<file path="config.mk">
export PLATFORM = sky130hd
export DESIGN_NAME = note_lane_scheduler
export DESIGN_NICKNAME = d
export VERILOG_FILES = /design/src/rtl/note_lane_scheduler.sv
export SDC_FILE = /design/constraint.sdc
export NUM_CORES = 1
export LEC_CHECK = 0
export CORE_AREA = 2 2 57 70
export DETAILED_ROUTE_END_ITERATION = 16
export DIE_AREA = 0 0 59 72
export PLACE_DENSITY = 0.81
export RECOVER_POWER = 25
export SYNTH_ARGS = -nofsm -noshare
export SYNTH_HDL_FRONTEND = slang
export SYNTH_SLANG_ARGS = --single-unit
</file>
<file path="constraint.sdc">
create_clock -name clk -period 3.3 [get_ports clk]
set_input_delay 0.66 -clock clk [delete_from_list [all_inputs] [get_ports clk]]
set_output_delay 0.66 -clock clk [all_outputs]
set_load 0.005 [all_outputs]
</file>
<file path="src/rtl/note_lane_scheduler.sv">
// Frame sequencer for the note lane: on each tick, snapshots the note sequences and
// plots one 4x4 square per slot (red, yellow or erase) through the shared VGA plot path.
module note_lane_scheduler #(
   parameter int unsigned NUM_SLOTS  = 10,
   parameter int unsigned SLOT_PITCH = 8,
   parameter int unsigned LANE_X0    = 8,
   parameter int unsigned LANE_Y     = 60
) (
   input  logic                 clk,
   input  logic                 resetn,
   input  logic                 tick,
   input  logic [NUM_SLOTS-1:0] red_seq,
   input  logic [NUM_SLOTS-1:0] yellow_seq,
   output logic [7:0]           x,
   output logic [6:0]           y,
   output logic [2:0]           colour,
   output logic                 plot,
   output logic                 busy,
   output logic                 frame_done,
   output logic                 overrun
);

   localparam int unsigned SlotW = (NUM_SLOTS > 1) ? $clog2(NUM_SLOTS) : 1;
   localparam logic [SlotW-1:0] LastSlot = SlotW'(NUM_SLOTS - 1);

   typedef enum logic [1:0] {StIdle, StDraw, StDone} state_e;

   state_e               state_q;
   logic [SlotW-1:0]     slot_q;
   logic [3:0]           pix_q;
   logic                 pending_q;
   logic                 overrun_q;
   logic [NUM_SLOTS-1:0] red_snap_q;
   logic [NUM_SLOTS-1:0] yellow_snap_q;

   always_ff @(posedge clk or negedge resetn) begin
      if (!resetn) begin
         state_q       <= StIdle;
         slot_q        <= '0;
         pix_q         <= '0;
         pending_q     <= 1'b0;
         overrun_q     <= 1'b0;
         red_snap_q    <= '0;
         yellow_snap_q <= '0;
      end else begin
         overrun_q <= 1'b0;
         case (state_q)
            StIdle: begin
               // A tick queued on the last DONE cycle starts the frame from here.
               if (tick || pending_q) begin
                  red_snap_q    <= red_seq;
                  yellow_snap_q <= yellow_seq;
                  slot_q        <= '0;
                  pix_q         <= '0;
                  pending_q     <= 1'b0;
                  state_q       <= StDraw;
               end
            end
            StDraw: begin
               pix_q <= pix_q + 4'd1;
               if (pix_q == 4'd15) begin
                  if (slot_q == LastSlot) begin
                     state_q <= StDone;
                  end else begin
                     slot_q <= slot_q + 1'b1;
                  end
               end
               if (tick) begin
                  if (pending_q) begin
                     overrun_q <= 1'b1;
                  end else begin
                     pending_q <= 1'b1;
                  end
               end
            end
            StDone: begin
               if (pending_q) begin
                  red_snap_q    <= red_seq;
                  yellow_snap_q <= yellow_seq;
                  slot_q        <= '0;
                  pix_q         <= '0;
                  state_q       <= StDraw;
               end else begin
                  state_q <= StIdle;
               end
               pending_q <= tick;
            end
            default: state_q <= StIdle;
         endcase
      end
   end

   logic [7:0] slot_x;

   always_comb begin
      plot       = (state_q == StDraw);
      busy       = (state_q != StIdle);
      frame_done = (state_q == StDone);
      overrun    = overrun_q;
      slot_x     = 8'(LANE_X0) + 8'(slot_q) * 8'(SLOT_PITCH);
      x          = 8'd0;
      y          = 7'd0;
      colour     = 3'b000;
      if (plot) begin
         x = slot_x + {6'd0, pix_q[1:0]};
         y = 7'(LANE_Y) + {5'd0, pix_q[3:2]};
         if (red_snap_q[slot_q]) begin
            colour = 3'b100;
         end else if (yellow_snap_q[slot_q]) begin
            colour = 3'b110;
         end
      end
   end

endmodule

</file>
[After elaboration in Yosys (flattened, before gate mapping)]
Cells that the tools add are included.
Storage, ports and cells
  register bits after elaboration: 32
  latch bits: 0
  memory bits (writable): 0
  ROM bits: 0
  bits of input ports: 23
  output and inout bits: 22
  word-level logic and storage cells: 65
  memories: 0
Operators by class
  $add $sub $neg: 5
  multipliers: 0
  divide/modulo/power cells: 0
  order comparisons: 1
  equal/unequal tests: 10
  shift-type cells: 0
  mux-type cells: 32
  bitwise operators: 0
  reductions and logical operators: 10
Operator list (count)
  two-way mux 10 bit: 4
  one-hot mux 10 bit (2 select lines): 2
  one-hot mux 4 bit (3 select lines): 2
  two-way mux 4 bit: 4
  AND reduction 3 bit: 4
  two-way mux 3 bit: 3
  adder 4 x 1 -> 4 bit (second input constant): 2
  adder 4 x 7 -> 8 bit (first input constant): 1
  adder 8 x 2 -> 8 bit: 1
  binary-select mux 1 bit (select 4 bit): 2
  == test 4 bit (second input constant): 2
  two-way mux 1 bit: 8
  two-way mux 8 bit: 1
  adder 6 x 2 -> 7 bit (first input constant): 1
  two-way mux 7 bit: 1
  two-way mux 2 bit: 3
  inequality test 2 x 1 -> 1 bit (second input constant): 3
  inequality test 2 bit (second input constant): 3
  one-hot mux 2 bit (3 select lines): 1
  < comparator 4 x 5 -> 1 bit (second input constant): 1
  AND reduction 5 bit: 1
  nonzero test 2 bit: 2
  one-hot mux 1 bit (3 select lines): 1
  nonzero test 3 bit: 1
  4 further kinds: 4

[Depth between registers and ports, before layout]
Gate-level depths: netlist (run 1).
  word-level depth: 5
  mapped depth: 7
  gate-level depth less buffers: 6

[Least setup slack after synthesis (run 1)]
Ideal clock, no wire load.
  kind: reg2out
  start: reg slot_q[0]
  end: out colour[1]
  arrival: 1.491 ns
  required time: 2.640 ns
  slack: 1.149 ns
  stages on the path, launching flop included: 6
  buffers on the path: 1
  cells stage by stage: dfrtp_1 buf_6 mux4_2 a2bb2oi_1 a22oi_2 and3b_1
On the way
  longest elaborated chain between the ends: 5
  elaborated cells on any way between the ends: 7
  those cells by class: mux (7)
RTL lines
  from (decl): line 29  | logic [SlotW-1:0] slot_q;
  from (signal assigned): line 65  | slot_q <= slot_q + 1'b1;
  binary-select mux 1 bit (select 4 bit): line 109  | end else if (yellow_snap_q[slot_q]) begin
  two-way mux 1 bit (not written as such): line 109
  two-way mux 3 bit: line 109
  two-way mux 3 bit (*): line 107  | if (red_snap_q[slot_q]) begin
  two-way mux 3 bit (*): line 104  | if (plot) begin
  to (decl): line 16  | output logic [2:0] colour,
Every way passes the cells marked *; elsewhere a longest branch is shown, timed or not. The select of a mux whose other input is x is not followed.

[Worst setup path after layout (run 1)]
Ends and elaborated chain as after synthesis.

==> impl_metrics.env, run 1 <==
export IMPL_cp_num_buf_inv=1
export IMPL_ys_flop_type="dfrtp_1"
export IMPL_async_reset_ff_frac=1.000
export IMPL_hold_viol=0
export IMPL_final_cell_area_um2=2292
export IMPL_first_global_vias=1397
export IMPL_syn_area_um2=1785
export IMPL_syn_inst=153
export IMPL_dp_hpwl_um=2823
export IMPL_die_h_um=72
export IMPL_power_total_uw=1820
export IMPL_critPathKind="flop to primary output"
export IMPL_syn2layout_area_growth_pct=28.38
export IMPL_synth_compound_area_share=0.1065
export IMPL_ys_seq_area_frac=0.4485
export IMPL_muxShareOfSynthArea=0.2137
export IMPL_start_kind="flop"
export IMPL_initial_utilization=0.5039
export IMPL_path_clk_slew_ps=70
export IMPL_clock_path_buffers=2
export IMPL_postCtsSetupBuffers=0
export IMPL_hold_buffers=0
export IMPL_coreArea_um2=3543
export IMPL_critical_path_top_delay_family="multiplexers"
export IMPL_fin_crit_ps=3055
export IMPL_crit_required_ps=2640
export IMPL_wl_per_cell_um=16.01
export IMPL_grt_util_all_layers=0.1906
export IMPL_antenna_found_initial=0
export IMPL_drcViolationCount=0
export IMPL_cts_buffers_inserted=5
export IMPL_drt_iter0_markers=41
export IMPL_hold_slack_ps=509.7
export IMPL_clkSinkCount=32
export IMPL_place_area_um2=2188
export IMPL_max_freq_ghz=0.3273
export IMPL_synth_top_family_by_area="multiplexers"
export IMPL_status="finished with violations"
export IMPL_antenna_cells=0
export IMPL_finalMaxSlewViolations=33
export IMPL_max_cap_viol_count=1
export IMPL_worstMarginPinSlew_ps=1740
export IMPL_die_area_um2=4248
export IMPL_avgViaCountPerCell=5.569
export IMPL_synth_fa_ha_area_frac=0.04905
export IMPL_cts_root_buf="clkbuf_8"
export IMPL_n_fill_cell=311
export IMPL_synthXorXnorAreaFrac=0.009811
export IMPL_relSlewSlack=-0.1600
export IMPL_drive_above_1_share=0.2124
export IMPL_wl_um=3715
export IMPL_grt_pass1_wl_um=6058
export IMPL_synth_avg_cell_area_um2=11.67
export IMPL_synth_cell_types=43
export IMPL_yosysWarnings=0
export IMPL_ys_ff_latch=32
export IMPL_violations="capacitance limit, slew limit"
export IMPL_cp_arrival_ps=2400
export IMPL_nNetsFinal=222
export IMPL_setup_worst_path_end_class="primary output"
export IMPL_power_leakage_uw=0.001001
export IMPL_peakVddDrop_mv=0.3898
export IMPL_yosys_area_share_simple=0.1072
export IMPL_cts_tree="yes"
export IMPL_synth_edff_count=0
export IMPL_slowest_delay_ps=620
export IMPL_fin_crit_sh=0.9258
export IMPL_drtAntennaViolNets=0
export IMPL_insertion_delay_ps=280
export IMPL_rsz0062_at_grt="no"
export IMPL_tns_ps=0
export IMPL_cts_resized=0
export IMPL_r2r_slack_ps=1390
export IMPL_clock_skew_ps=5.135
export IMPL_gp_congestion=0.7341
export IMPL_num_vias=1292
export IMPL_io_buffers=41
export IMPL_hold_class="flop to flop"
export IMPL_p_per_area_nw_per_um2=794.0
export IMPL_slowest_stage="mux4_1"
export IMPL_crit_chain="mux4_1, a2bb2oi_1, a22oi_1, and3b_1, clkdlybuf4s50_1"
export IMPL_grt_max_degree=33
export IMPL_grt_ovfl_total=0
export IMPL_worstPathMaxFanout=7
export IMPL_chipWidth_um=59
export IMPL_htreeDepth=2
export IMPL_finalSetupViolCount=0
export IMPL_rows=24
export IMPL_dr_pass1_iters=4
export IMPL_ios=45
[flip-flops by register name, summed over array words and instances, names as in the netlist]
name,count
state_q,2
red_snap_q,10
slot_q,4
overrun,1
pix_q,4
yellow_snap_q,10
pending_q,1
[power by group]
part | total (µW) | internal (µW) | switching [µW]
clock network | 367 | 224 | 143
registers | 683 | 552 | 131
logic | 770 | 475 | 295
total | 1820 | 1250 | 569
[cell usage after synthesis, types with 3 or more instances]
| master | number | share of area |
|---|---|---|
| inv_1 | 5 | 0.011 |
| dfrtp_1 | 32 | 0.45 |
| nand2b_1 | 5 | 0.018 |
| mux2_2 | 26 | 0.16 |
| buf_4 | 7 | 0.029 |
| nand3_1 | 3 | 0.0084 |
| nand2_1 | 3 | 0.0063 |
| a21oi_1 | 3 | 0.0084 |
| mux2i_1 | 4 | 0.022 |
| buf_2 | 3 | 0.0084 |
| o21ai_0 | 9 | 0.025 |
| clkbuf_1 | 3 | 0.0063 |
| and2_1 | 6 | 0.021 |
| ha_1 | 7 | 0.049 |
[kinds of logic after synthesis]
kind of cell               Yosys count
AOI/OAI and AO/OA                   28
xor gates and xnor gates             2
adders and majority gates            7
buffers and inverters               20
DFF                                 32
muxes                               32
other                                1
and+or+nand+nor                     31
[cell type report]
type,count,area [µm²],share of cell area
clock inverter,2,35.03,0.01528
multi-input combinational,103,879.6,0.3837
tap,39,48.80,0.02129
inverter,5,18.77,0.008188
timing repair buffer,45,436.7,0.1905
clock buffer,6,72.57,0.03166
sequential,32,800.8,0.3493
[worst reg2reg max path, cell delays in order, from the launching register on]
cell     delay (ps)
dfrtp_1         400
inv_1           110
ha_1            250
inv_1            80
a21oi_1         370
a211o_1         250
mux2_2          360
[through the flow]
stage               cells    util  worst slack (ps)
floorplan             155       -              1149
global placement      224  0.6176             593.4
detailed placement    224  0.6176             562.8
CTS                   232  0.6480             219.9
global route          232  0.6469             105.2
finish                232  0.6469             244.8
[final timing paths]
| kind | from | end | cells after the start |
|---|---|---|---|
| setup / recovery | slot_q[0] | colour[1] | 5 |
| hold / removal | yellow_snap_q[0] | yellow_snap_q[0] | 1 |
| setup reg to reg | state_q[0] | slot_q[3] | 6 |
| hold reg to reg | yellow_snap_q[0] | yellow_snap_q[0] | 1 |
| max in group asynchronous | resetn | yellow_snap_q[0] | 2 |
| min in group asynchronous | resetn | overrun | 2 |
[layer usage]
| metal | global-route usage | share of wire | vias up |
|---|---|---|---|
| met2 | 0.3506 | 0.55 | 57 |
| met4 | 0.08586 | 0.017 | 0 |
| li1 | - | - | 611 |
| met5 | 0 | 0 | - |
| met1 | 0.1970 | 0.37 | 617 |
| met3 | 0.04991 | 0.060 | 7 |
[cells in the final DEF (no fill, tap or decap), types with 3 or more instances in the layout]
| cell type | count |
|---|---|
| o21ai_0 | 8 |
| a21oi_1 | 3 |
| nand2b_1 | 5 |
| mux2_2 | 26 |
| inv_1 | 5 |
| clkdlybuf4s50_1 | 40 |
| conb_1 | 3 |
| clkbuf_8 | 5 |
| dfrtp_1 | 32 |
| mux2i_1 | 4 |
| nand3_1 | 3 |
| buf_4 | 3 |
| and2_1 | 6 |
| nand2_1 | 3 |
| ha_1 | 7 |
Note: power is estimated with default switching activity, not from simulation.
==> inputs of run 2 (changes only) <==
CORE_AREA = 2 2 61 75   (was 2 2 57 70)
DIE_AREA = 0 0 63 77   (was 0 0 59 72)
PLACE_DENSITY = 0.72   (was 0.81)
==> run 2 against run 1 <==
  * The flow still finishes with violations (capacitance limit, slew limit)
  * Register-to-register slack gained 20 ps
  * Sequential power fell by 2%
  * Total power down 2.5%
  * Flip-flop and latch count unchanged
  * Die area increased by 14%
  * Combinational power grew 1%
==> impl_metrics.env, run 2 (synthesized netlist as in run 1, its figures left out) <==
export IMPL_status="finished with violations"
export IMPL_violations="capacitance limit, slew limit"
export IMPL_io_buffers=41
export IMPL_num_vias=1293
export IMPL_crit_chain="mux4_1, a2bb2oi_1, a22oi_1, and3b_1, clkdlybuf4s50_1"
export IMPL_rsz0062_at_grt="no"
export IMPL_layout_commonest_cell="clkdlybuf4s50_1"
export IMPL_insertion_delay_ps=290
export IMPL_worstMarginPinSlew_ps=1764
export IMPL_clock_skew_ps=9.050
export IMPL_dr_pass1_iters=4
export IMPL_cts_buffers_inserted=5
export IMPL_drcViolationCount=0
export IMPL_nNetsFinal=222
export IMPL_die_area_um2=4851
export IMPL_antenna_found_initial=0
export IMPL_grt_pass1_wl_um=5934
export IMPL_hold_buffers=0
export IMPL_drt_iter0_markers=81
export IMPL_drive_above_1_share=0.2135
export IMPL_coreArea_um2=4131
export IMPL_avgViaCountPerCell=5.214
export IMPL_power_total_uw=1774
export IMPL_switching_share=0.3168
export IMPL_syn2layout_area_growth_pct=28.94
export IMPL_clkSinkCount=32
export IMPL_finalMaxSlewViolations=33
export IMPL_finalSetupViolCount=0
export IMPL_p_int_uw=1212
export IMPL_fin_crit_sh=0.9144
export IMPL_cts_root_buf="clkbuf_8"
export IMPL_htreeDepth=2
export IMPL_drtAntennaViolNets=0
export IMPL_cp_arrival_ps=2360
export IMPL_antenna_cells=0
export IMPL_rows=26
export IMPL_grt_max_degree=33
export IMPL_worstPathMaxFanout=5
export IMPL_grt_util_all_layers=0.1554
export IMPL_power_leakage_uw=0.0009957
export IMPL_hold_viol=0
export IMPL_final_cell_area_um2=2302
export IMPL_path_clk_slew_ps=70
export IMPL_seq_power_share=0.377
export IMPL_top_regs="red_snap_q x10, yellow_snap_q x10"
export IMPL_clock_path_buffers=2
export IMPL_fin_crit_ps=3018
export IMPL_n_fill_cell=377
export IMPL_pwr_share_clk=0.184
export IMPL_grt_ovfl_total=0
export IMPL_die_h_um=77
export IMPL_wl_um=3618
export IMPL_ios=45
export IMPL_postLayoutSetupSlackWorst_ps=282.5
export IMPL_wl_per_cell_um=14.59
export IMPL_postCtsSetupBuffers=0
export IMPL_slowest_stage="mux4_1"
export IMPL_dp_hpwl_um=2718
export IMPL_chipWidth_um=63
export IMPL_setup_worst_path_end_class="primary output"
export IMPL_p_per_area_nw_per_um2=770.6
export IMPL_max_cap_viol_count=1
export IMPL_power_switching_uw=562.0
export IMPL_layout_common_cells="40 x clkdlybuf4s50_1, 32 x dfrtp_1, 26 x mux2_2, 8 x o21ai_0"
export IMPL_start_kind="flop"
export IMPL_first_global_vias=1354
export IMPL_relSlewSlack=-0.1762
export IMPL_gp_congestion=0.8046
export IMPL_hold_class="flop to flop"
export IMPL_crit_required_ps=2640
export IMPL_place_area_um2=2210
export IMPL_max_freq_ghz=0.3314
export IMPL_cts_resized=0
export IMPL_p_comb_frac=0.439
export IMPL_initial_utilization=0.4322
export IMPL_cts_tree="yes"
export IMPL_slowest_delay_ps=580
export IMPL_peakVddDrop_mv=0.3948
export IMPL_critPathKind="flop to primary output"
export IMPL_tns_ps=0
export IMPL_cp_num_buf_inv=1
export IMPL_place_ws_ps=609.6
export IMPL_critical_path_top_delay_family="multiplexers"
export IMPL_hold_slack_ps=497.2
## run 2: cell types whose count changed in the layout (fill, tap and decap cells not counted), sizes merged
cell / before / now
bufinv: 1 / 0
clkbuf: 7 / 8
clkinv: 1 / 0
## run 2: layout make-up
cell class,instances,area (µm²),share of cell area
clock buffer,7,96.34,0.04185
inverter,5,18.77,0.008152
multi-input combinational,103,879.6,0.3821
sequential,32,800.8,0.3478
tap,56,70.07,0.03043
timing repair buffer,45,436.7,0.1897
## run 2: path summary, 6_finish.rpt
check,start,endpoint,slack [ps],depth (start not counted)
max,slot_q[0],colour[1],280,5
min,yellow_snap_q[1],yellow_snap_q[1],500,1
max reg2reg,state_q[0],slot_q[3],1410,6
min reg2reg,yellow_snap_q[1],yellow_snap_q[1],500,1
max in group asynchronous,resetn,yellow_snap_q[7],890,2
min in group asynchronous,resetn,slot_q[1],1390,2
## run 2: power by group through the flow
stage	registers, µW	clock network, µW	logic (µW)
final	668	327	779
after global routing	688	352	852
after detailed placement	676	0	785
after CTS	669	334	789
after global placement	669	0	753
after floorplan	622	0	572
## run 2: per-stage QoR
stage               instances  utilization
global route              248       0.5572
floorplan                 155            -
CTS                       248       0.5581
detailed placement        241       0.5348
global placement          241       0.5348
finish                    248       0.5572
## run 2: layer usage
metal / global-route usage / vias up / share of wire
met5: 0 / - / 0
met4: 0.06222 / 0 / 0.014
met3: 0.04839 / 6 / 0.056
met2: 0.2745 / 43 / 0.53
met1: 0.1713 / 633 / 0.40
li1: - / 611 / -
==> inputs of run 3 (changes only) <==
TNS_END_PERCENT = 1   (was default)
==> results of run 3 <==
The final DEF is identical to that of run 2; final timing and power are the same.
